$ cat src/rtl/cas_encoder.sv
// FSK cassette encoder: each byte is sent LSB first, one full square-wave cycle per bit.
// Optional `CAS_BYTECOUNT_EN adds a 16-bit count of accepted bytes.
//
// state | meaning
// IDLE  | waiting for a byte, cas_out low
// HIGH  | first half of the current bit cycle, cas_out high
// LOW   | second half of the current bit cycle, cas_out low
module cas_encoder #(
  parameter int CLK_HZ   = 50000000,
  parameter int BAUD0_HZ = 1200,
  parameter int BAUD1_HZ = 2400
) (
  input  logic       clk,
  input  logic       reset,
  input  logic       motor,
  input  logic [7:0] in_data,
  input  logic       in_valid,
  output logic       in_ready,
  output logic       cas_out,
  output logic       busy
`ifdef CAS_BYTECOUNT_EN
  ,
  output logic [15:0] byte_count
`endif
);

  localparam int HALF0 = CLK_HZ / (2 * BAUD0_HZ);
  localparam int HALF1 = CLK_HZ / (2 * BAUD1_HZ);
  localparam int CW    = $clog2(HALF0 + 1);
  localparam logic [CW-1:0] H0_M1 = CW'(HALF0 - 1);
  localparam logic [CW-1:0] H1_M1 = CW'(HALF1 - 1);

  if (HALF1 < 2) begin : g_bad_params
    $error("cas_encoder: HALF1 must be at least 2");
  end

  typedef enum logic [1:0] {IDLE, HIGH, LOW} state_t;

  state_t        state_q, state_d;
  logic [7:0]    shreg_q, shreg_d;
  logic [2:0]    idx_q, idx_d;
  logic [CW-1:0] cnt_q, cnt_d;
  logic          accept;

  always_ff @(posedge clk) begin
    if (reset) begin
      state_q <= IDLE;
      shreg_q <= '0;
      idx_q   <= '0;
      cnt_q   <= '0;
    end else begin
      state_q <= state_d;
      shreg_q <= shreg_d;
      idx_q   <= idx_d;
      cnt_q   <= cnt_d;
    end
  end

  always_comb begin
    state_d  = state_q;
    shreg_d  = shreg_q;
    idx_d    = idx_q;
    cnt_d    = cnt_q;
    in_ready = motor & ((state_q == IDLE) |
                        ((state_q == LOW) & (cnt_q == '0) & (idx_q == 3'd7)));
    accept   = in_valid & in_ready;

    if (!motor) begin
      state_d = IDLE;
    end else begin
      unique case (state_q)
        IDLE: begin
          if (accept) begin
            shreg_d = in_data;
            idx_d   = '0;
            cnt_d   = in_data[0] ? H1_M1 : H0_M1;
            state_d = HIGH;
          end
        end
        HIGH: begin
          if (cnt_q == '0) begin
            cnt_d   = shreg_q[0] ? H1_M1 : H0_M1;
            state_d = LOW;
          end else begin
            cnt_d = cnt_q - 1'b1;
          end
        end
        LOW: begin
          if (cnt_q != '0) begin
            cnt_d = cnt_q - 1'b1;
          end else if (idx_q != 3'd7) begin
            shreg_d = {1'b0, shreg_q[7:1]};
            idx_d   = idx_q + 3'd1;
            cnt_d   = shreg_q[1] ? H1_M1 : H0_M1;
            state_d = HIGH;
          end else if (accept) begin
            // back-to-back byte: start its high phase with no idle gap
            shreg_d = in_data;
            idx_d   = '0;
            cnt_d   = in_data[0] ? H1_M1 : H0_M1;
            state_d = HIGH;
          end else begin
            state_d = IDLE;
          end
        end
        default: state_d = IDLE;
      endcase
    end
  end

  assign cas_out = (state_q == HIGH);
  assign busy    = (state_q != IDLE);

`ifdef CAS_BYTECOUNT_EN
  always_ff @(posedge clk) begin
    if (reset)       byte_count <= '0;
    else if (accept) byte_count <= byte_count + 16'd1;
  end
`endif

endmodule

$ cat config.mk
export PLATFORM = sky130hd
export DESIGN_NAME = cas_encoder
export DESIGN_NICKNAME = d
export VERILOG_FILES = /design/src/rtl/cas_encoder.sv
export SDC_FILE = /design/constraint.sdc
export NUM_CORES = 1
export LEC_CHECK = 0
export ABC_AREA = 1
export BUFFER_PORTS_ARGS = -buffer_cell sky130_fd_sc_hd__buf_2
export CORE_UTILIZATION = 28
export DETAILED_ROUTE_END_ITERATION = 10
export GPL_TIMING_DRIVEN = 0
export PLACE_DENSITY_LB_ADDON = 0.25
export REMOVE_ABC_BUFFERS = 1
export SYNTH_ARGS = -nofsm -noshare
export SYNTH_HDL_FRONTEND = slang
export SYNTH_SLANG_ARGS = --single-unit
$ cat constraint.sdc
create_clock -name clk -period 2.4 [get_ports clk]
set_clock_uncertainty 0.15 [all_clocks]
set_input_delay 0.12 -clock clk [delete_from_list [all_inputs] [get_ports clk]]
set_output_delay 0.12 -clock clk [all_outputs]
set_load 0.005 [all_outputs]
# == Word-level counts from Yosys, hierarchy flattened ==
# Index checks and enable logic that the tools add are counted.
# word_totals
regBits,28
in_bits,12
output_inout_bits,3
elab_cells,51
# op_classes
add_sub_neg,2
eq_ne,7
muxes,22
bitwise_logic,6
reduce_logical,10
# op_table
op,n
2-to-1 mux 15 bit,7
case mux 15 bit (3 select lines),1
2-to-1 mux 8 bit,3
case mux 8 bit (2 select lines),1
zero test 15 bit,1
nonzero test 15 bit,1
subtractor 15 x 1 -> 15 bit (second input constant),1
2-to-1 mux 3 bit,3
2-to-1 mux 2 bit,3
case mux 2 bit (3 select lines),1
case mux 3 bit (2 select lines),1
AND reduction 3 bit,2
AND 1 bit,4
!= test 2 bit (second input constant),2
nonzero test 2 bit,2
adder 3 x 1 -> 3 bit (second input constant),1
== test 3 bit (second input constant),1
!= test 3 bit (second input constant),1
nonzero test 3 bit,1
== test 2 x 1 -> 1 bit (second input constant),1
== test 2 bit (second input constant),1
zero test 2 bit,1
2-to-1 mux 1 bit,2
!= test 2 x 1 -> 1 bit (second input constant),1
4 further kinds,4

# == Logic depth before layout (Yosys ltp) ==
# logic_depth
depth_word,10
ltp_mapped,13
ltp_nobuf,13

# == Least setup slack after synthesis ==
# No wires, ideal clock.
# synth_timing
path_type,register to register
start,register cnt_q[0]
end,register shreg_q[2]
setup_ps,120
t_arrival_ps,1636
required_time_ps,2130
slack_ps,494
stages_incl_launch_ff,13
n_path_buf,0
synth_period_minus_slack_ps,1906
path_cell_list,dfxtp_1 -> inv_1 -> ha_1 -> nand2_1 -> nor2_2 -> nand2_2 -> nand2_2 -> nand3_1 -> inv_2 -> nor2_4 -> clkinv_4 -> nor2_1 -> nor3_2
# synth_between
elab_chain_len,10
elab_cells_between_ends,13
classes_between,eq/ne: 1; mux: 4; bitwise: 5; reduce/logical: 3
# synth_lines
item,line,source
"start, declared",42,"logic [CW-1:0] cnt_q, cnt_d;"
"start signal, assigned",55,cnt_q <= cnt_d;
zero test 15 bit,65,((state_q == LOW) & (cnt_q == '0) & (idx_q == 3'd7)));
AND 1 bit (2 in series),65,
OR 1 bit,64,in_ready = motor & ((state_q == IDLE) |
AND 1 bit,64,
AND 1 bit,66,accept = in_valid & in_ready;
2-to-1 mux 8 bit (3 in series),--,
case mux 8 bit (2 select lines),--,
"end signal, assigned",53,shreg_q <= shreg_d;
"end, declared",40,"logic [7:0] shreg_q, shreg_d;"
# Parallel ways exist; a longest one is shown, timed or not. The select of a mux whose other input is x is not followed.
# A chain may end at the register's enable or synchronous reset.

# == Final worst setup path ==
# layout_timing
start,register cnt_q[0]
end,register shreg_q[5]
# Same word-level chain as after synthesis.

==> run summary <==
power density relative to cell area - 577.7 nW/µm²
antenna diode instance count - 0
kind of critical path - reg -> reg
pin count of the biggest net entering global routing - 21
Worst setup EP type - register
max-cap check violation count - 0
DR pass1 iterations - 4
count of port buffers added during placement - 14
wire length of the first global-routing pass - 9197 µm
CP Max Fanout - 7
CTS Root Buffer Type - sky130_fd_sc_hd__clkbuf_8
cell area reported after detailed placement - 2200 µm²
Total Die Area - 7679 µm²
clock tree buffer depth - 2
gpl congestion - 0.8820
violations in the final reports - negative hold slack
asr flop ratio synth - 0
fraction of layout cells with a size suffix above 1 - 0.1940
worst setup margin - 0.1483 ns
ports placed on the boundary - 15
starting utilization of the core area - 0.2957
clock tree from TritonCTS - built
routed wire length - 5608 µm
die height - 87.63 µm
fin area - 2445 µm²
mean routed wirelength per cell - 13.01 µm
Final Hold Violating Endpoints - 1
clk_lat worst skew - 0.28 ns
Die X - 87.63 µm
sum of net half-perimeters after detailed placement - 3865 µm
number of nets at the end of the flow - 356
count of antenna-violating nets left after detailed routing - 0
via count of the first global-routing pass - 1932
total number of H-tree levels - 1
Overall Power - 1.412 mW
data required time of the worst path - 2.43 ns
worst-case vdd ir drop - 0.0002065 V
Achievable Freq - 444.1 MHz
total via count in the routed design - 2069
number of antenna violations at the first check in global routing - 0
Relative slew margins - 0.5987
count of flip-flops with a built-in enable after synthesis - 0
count of unresolved DRC violations after routing - 0
Avg Synthesized Cell Area - 6.602 µm²
final cell utilization of the core - 0.3521
leakage dissipation - 1.077 nW
Min-Delay Path Class - in -> reg
clock input transition at the sequential cells of the worst setup and hold paths - 0.10 ns
ys flop type - sky130_fd_sc_hd__dfxtp_1
sequential cell area - 561.8 µm²
final count of negative-setup-slack endpoints - 0
Synth Register Bits - 28
post-placement setup slack - -0.6446 ns
Hold Worst Slack - -0.008145 ns
count of filler cells inserted in the layout - 771
final number of max-transition violations - 0
standard cell core area - 6944 µm²
actual transition at the worst max-transition pin - 0.6013 ns
proportion of synthesized chip area in sequential cells - 0.2730
post-synth design cell area - 2053 µm²
outcome - finished, violations left
relative area change from synthesis to final layout - 19.07%
Post-Syn Instances - 311
clock tree sinks - 28
combined area of the multi-input logic cells - 1343 µm²
GRT Resource Usage Total - 0.1528
period utilization - 0.9382
arrival time at the worst endpoint - 2.28 ns
library cells used by synthesis - 39
global route total overflow - 0
initial DRC count - 186
TritonCTS buffer count - 3
vias per cell - 4.800
Synth warnings - 0
final period demand of the worst path - 2.252 ns
Critical Path Source Type - register
Placement Rows - 30
## per-stage QoR
step	setup TNS [ns]	hold WS [ns]	instances
global route	-0.02516	0.01518	431
finish	0	-0.008145	431
detailed placement	-2.693	0.2555	414
CTS	0	0.002551	425
floorplan	0	0.03244	304
global placement	-2.837	0.2542	414
## worst max-delay path, stage by stage, from the launching register on
cell and delay [ns]:
sky130_fd_sc_hd__dfxtp_2 0.40, sky130_fd_sc_hd__inv_1 0.06, sky130_fd_sc_hd__ha_1 0.22, sky130_fd_sc_hd__nand2_1 0.20, sky130_fd_sc_hd__nor2_4 0.08, sky130_fd_sc_hd__nand2_2 0.15, sky130_fd_sc_hd__nand2_2 0.08, sky130_fd_sc_hd__nand3_1 0.23
sky130_fd_sc_hd__inv_2 0.11, sky130_fd_sc_hd__nor2_4 0.18, sky130_fd_sc_hd__clkinv_4 0.10, sky130_fd_sc_hd__nor2_1 0.13, sky130_fd_sc_hd__nor3_2 0.05
## power breakdown
group / internal (mW) / total, mW / switching (mW)
logic: 0.180 / 0.496 / 0.316
registers: 0.500 / 0.536 / 0.0363
clock network: 0.224 / 0.380 / 0.157
## state kept, by name (all words and copies together) (netlist names)
register / count
idx_q: 3
shreg_q: 8
state_q: 2
cnt_q: 15
## synth_stat cells (2+ instances only)
cell type,instances,area (µm²)
sky130_fd_sc_hd__buf_6,2,22.52
sky130_fd_sc_hd__nand3_1,19,95.09
sky130_fd_sc_hd__dfxtp_1,28,560.5
sky130_fd_sc_hd__a21oi_1,24,120.1
sky130_fd_sc_hd__nand2_1,64,240.2
sky130_fd_sc_hd__inv_2,2,7.510
sky130_fd_sc_hd__o21a_1,2,15.01
sky130_fd_sc_hd__o21ai_1,2,10.01
sky130_fd_sc_hd__xor2_1,4,35.03
sky130_fd_sc_hd__nor2_4,3,33.78
sky130_fd_sc_hd__inv_1,38,142.6
sky130_fd_sc_hd__o211ai_1,2,15.01
sky130_fd_sc_hd__o31ai_1,2,15.01
sky130_fd_sc_hd__nand2_2,5,31.28
sky130_fd_sc_hd__a21oi_2,2,17.52
sky130_fd_sc_hd__ha_1,8,100.1
sky130_fd_sc_hd__nor3_1,4,20.02
sky130_fd_sc_hd__nor3_2,6,60.06
sky130_fd_sc_hd__o21ai_0,28,140.1
sky130_fd_sc_hd__a211oi_2,2,25.02
sky130_fd_sc_hd__clkbuf_1,3,11.26
sky130_fd_sc_hd__a211oi_1,2,15.01
sky130_fd_sc_hd__nor2_1,38,142.6
sky130_fd_sc_hd__buf_2,2,10.01
sky130_fd_sc_hd__nor2_2,5,31.28
## kinds of logic after synthesis
logic type | share of synthesized area
AOI/OAI and AO/OA | 0.2084
DFF | 0.2730
adders and majority gates | 0.04875
xor gates and xnor gates | 0.02133
buffers and inverters | 0.09872
and+or+nand+nor | 0.3498
## layout make-up
type,count,area share
Clock buffer,3,0.01689
Sequential cell,28,0.2298
Clock inverter,1,0.01228
Timing Repair Buffer,26,0.07779
Multi-Input combinational cell,236,0.5491
Tap cell,96,0.04913
Inverter,41,0.06499
## path summary, 6_finish.rpt
kind	start	end	slack, ns	depth (start not counted)
setup / recovery	cnt_q[0]	shreg_q[5]	0.15	12
hold reg to reg	shreg_q[7]	shreg_q[7]	0.32	2
setup reg to reg	cnt_q[0]	shreg_q[5]	0.15	12
hold / removal	reset	cnt_q[0]	-0.008	2
## layer usage
| metal | track usage | wire (µm) |
|---|---|---|
| met3 | 0.02262 | 256 |
| met5 | 0 | 0 |
| met1 | 0.2052 | 2704 |
| met2 | 0.2571 | 2582 |
| met4 | 0.03726 | 64 |
## cell usage in the layout (no fill, tap or decap), types with 2 or more instances in the layout
cell type                       netlist  routed
sky130_fd_sc_hd__o21ai_0             28      28
sky130_fd_sc_hd__a21oi_1             24      24
sky130_fd_sc_hd__nand2_1             64      63
sky130_fd_sc_hd__inv_2                2       2
sky130_fd_sc_hd__buf_2                2      14
sky130_fd_sc_hd__o211ai_1             2       2
sky130_fd_sc_hd__clkbuf_8             0       3
sky130_fd_sc_hd__o31ai_1              2       2
sky130_fd_sc_hd__nand2_2              5       6
sky130_fd_sc_hd__a211oi_2             2       2
sky130_fd_sc_hd__o21a_1               2       2
sky130_fd_sc_hd__inv_1               38      38
sky130_fd_sc_hd__nor2_1              38      36
sky130_fd_sc_hd__buf_4                0       4
sky130_fd_sc_hd__nor2_4               3       5
sky130_fd_sc_hd__nor3_2               6       6
sky130_fd_sc_hd__a21oi_2              2       2
sky130_fd_sc_hd__nand3_2              1       2
sky130_fd_sc_hd__nor2_2               5       6
sky130_fd_sc_hd__dfxtp_1             28      27
sky130_fd_sc_hd__o21ai_1              2       2
sky130_fd_sc_hd__nand3_1             19      18
sky130_fd_sc_hd__ha_1                 8       6
sky130_fd_sc_hd__nor3_1               4       4
sky130_fd_sc_hd__a211oi_1             2       2
sky130_fd_sc_hd__dlygate4sd3_1        0       7
sky130_fd_sc_hd__xor2_1               4       4
## timing repair
item / 4_1_cts / 5_1_grt
hold endpoints to repair: 7 / 0
cloned: 0 / 1
pin swaps: 0 / 1
buffers inserted: 0 / 5
endpoints found under the setup margin: 10 / 21
resized for setup: 4 / 7
hold buffers: 7 / 0
Note: power is estimated with default switching activity, not from simulation.
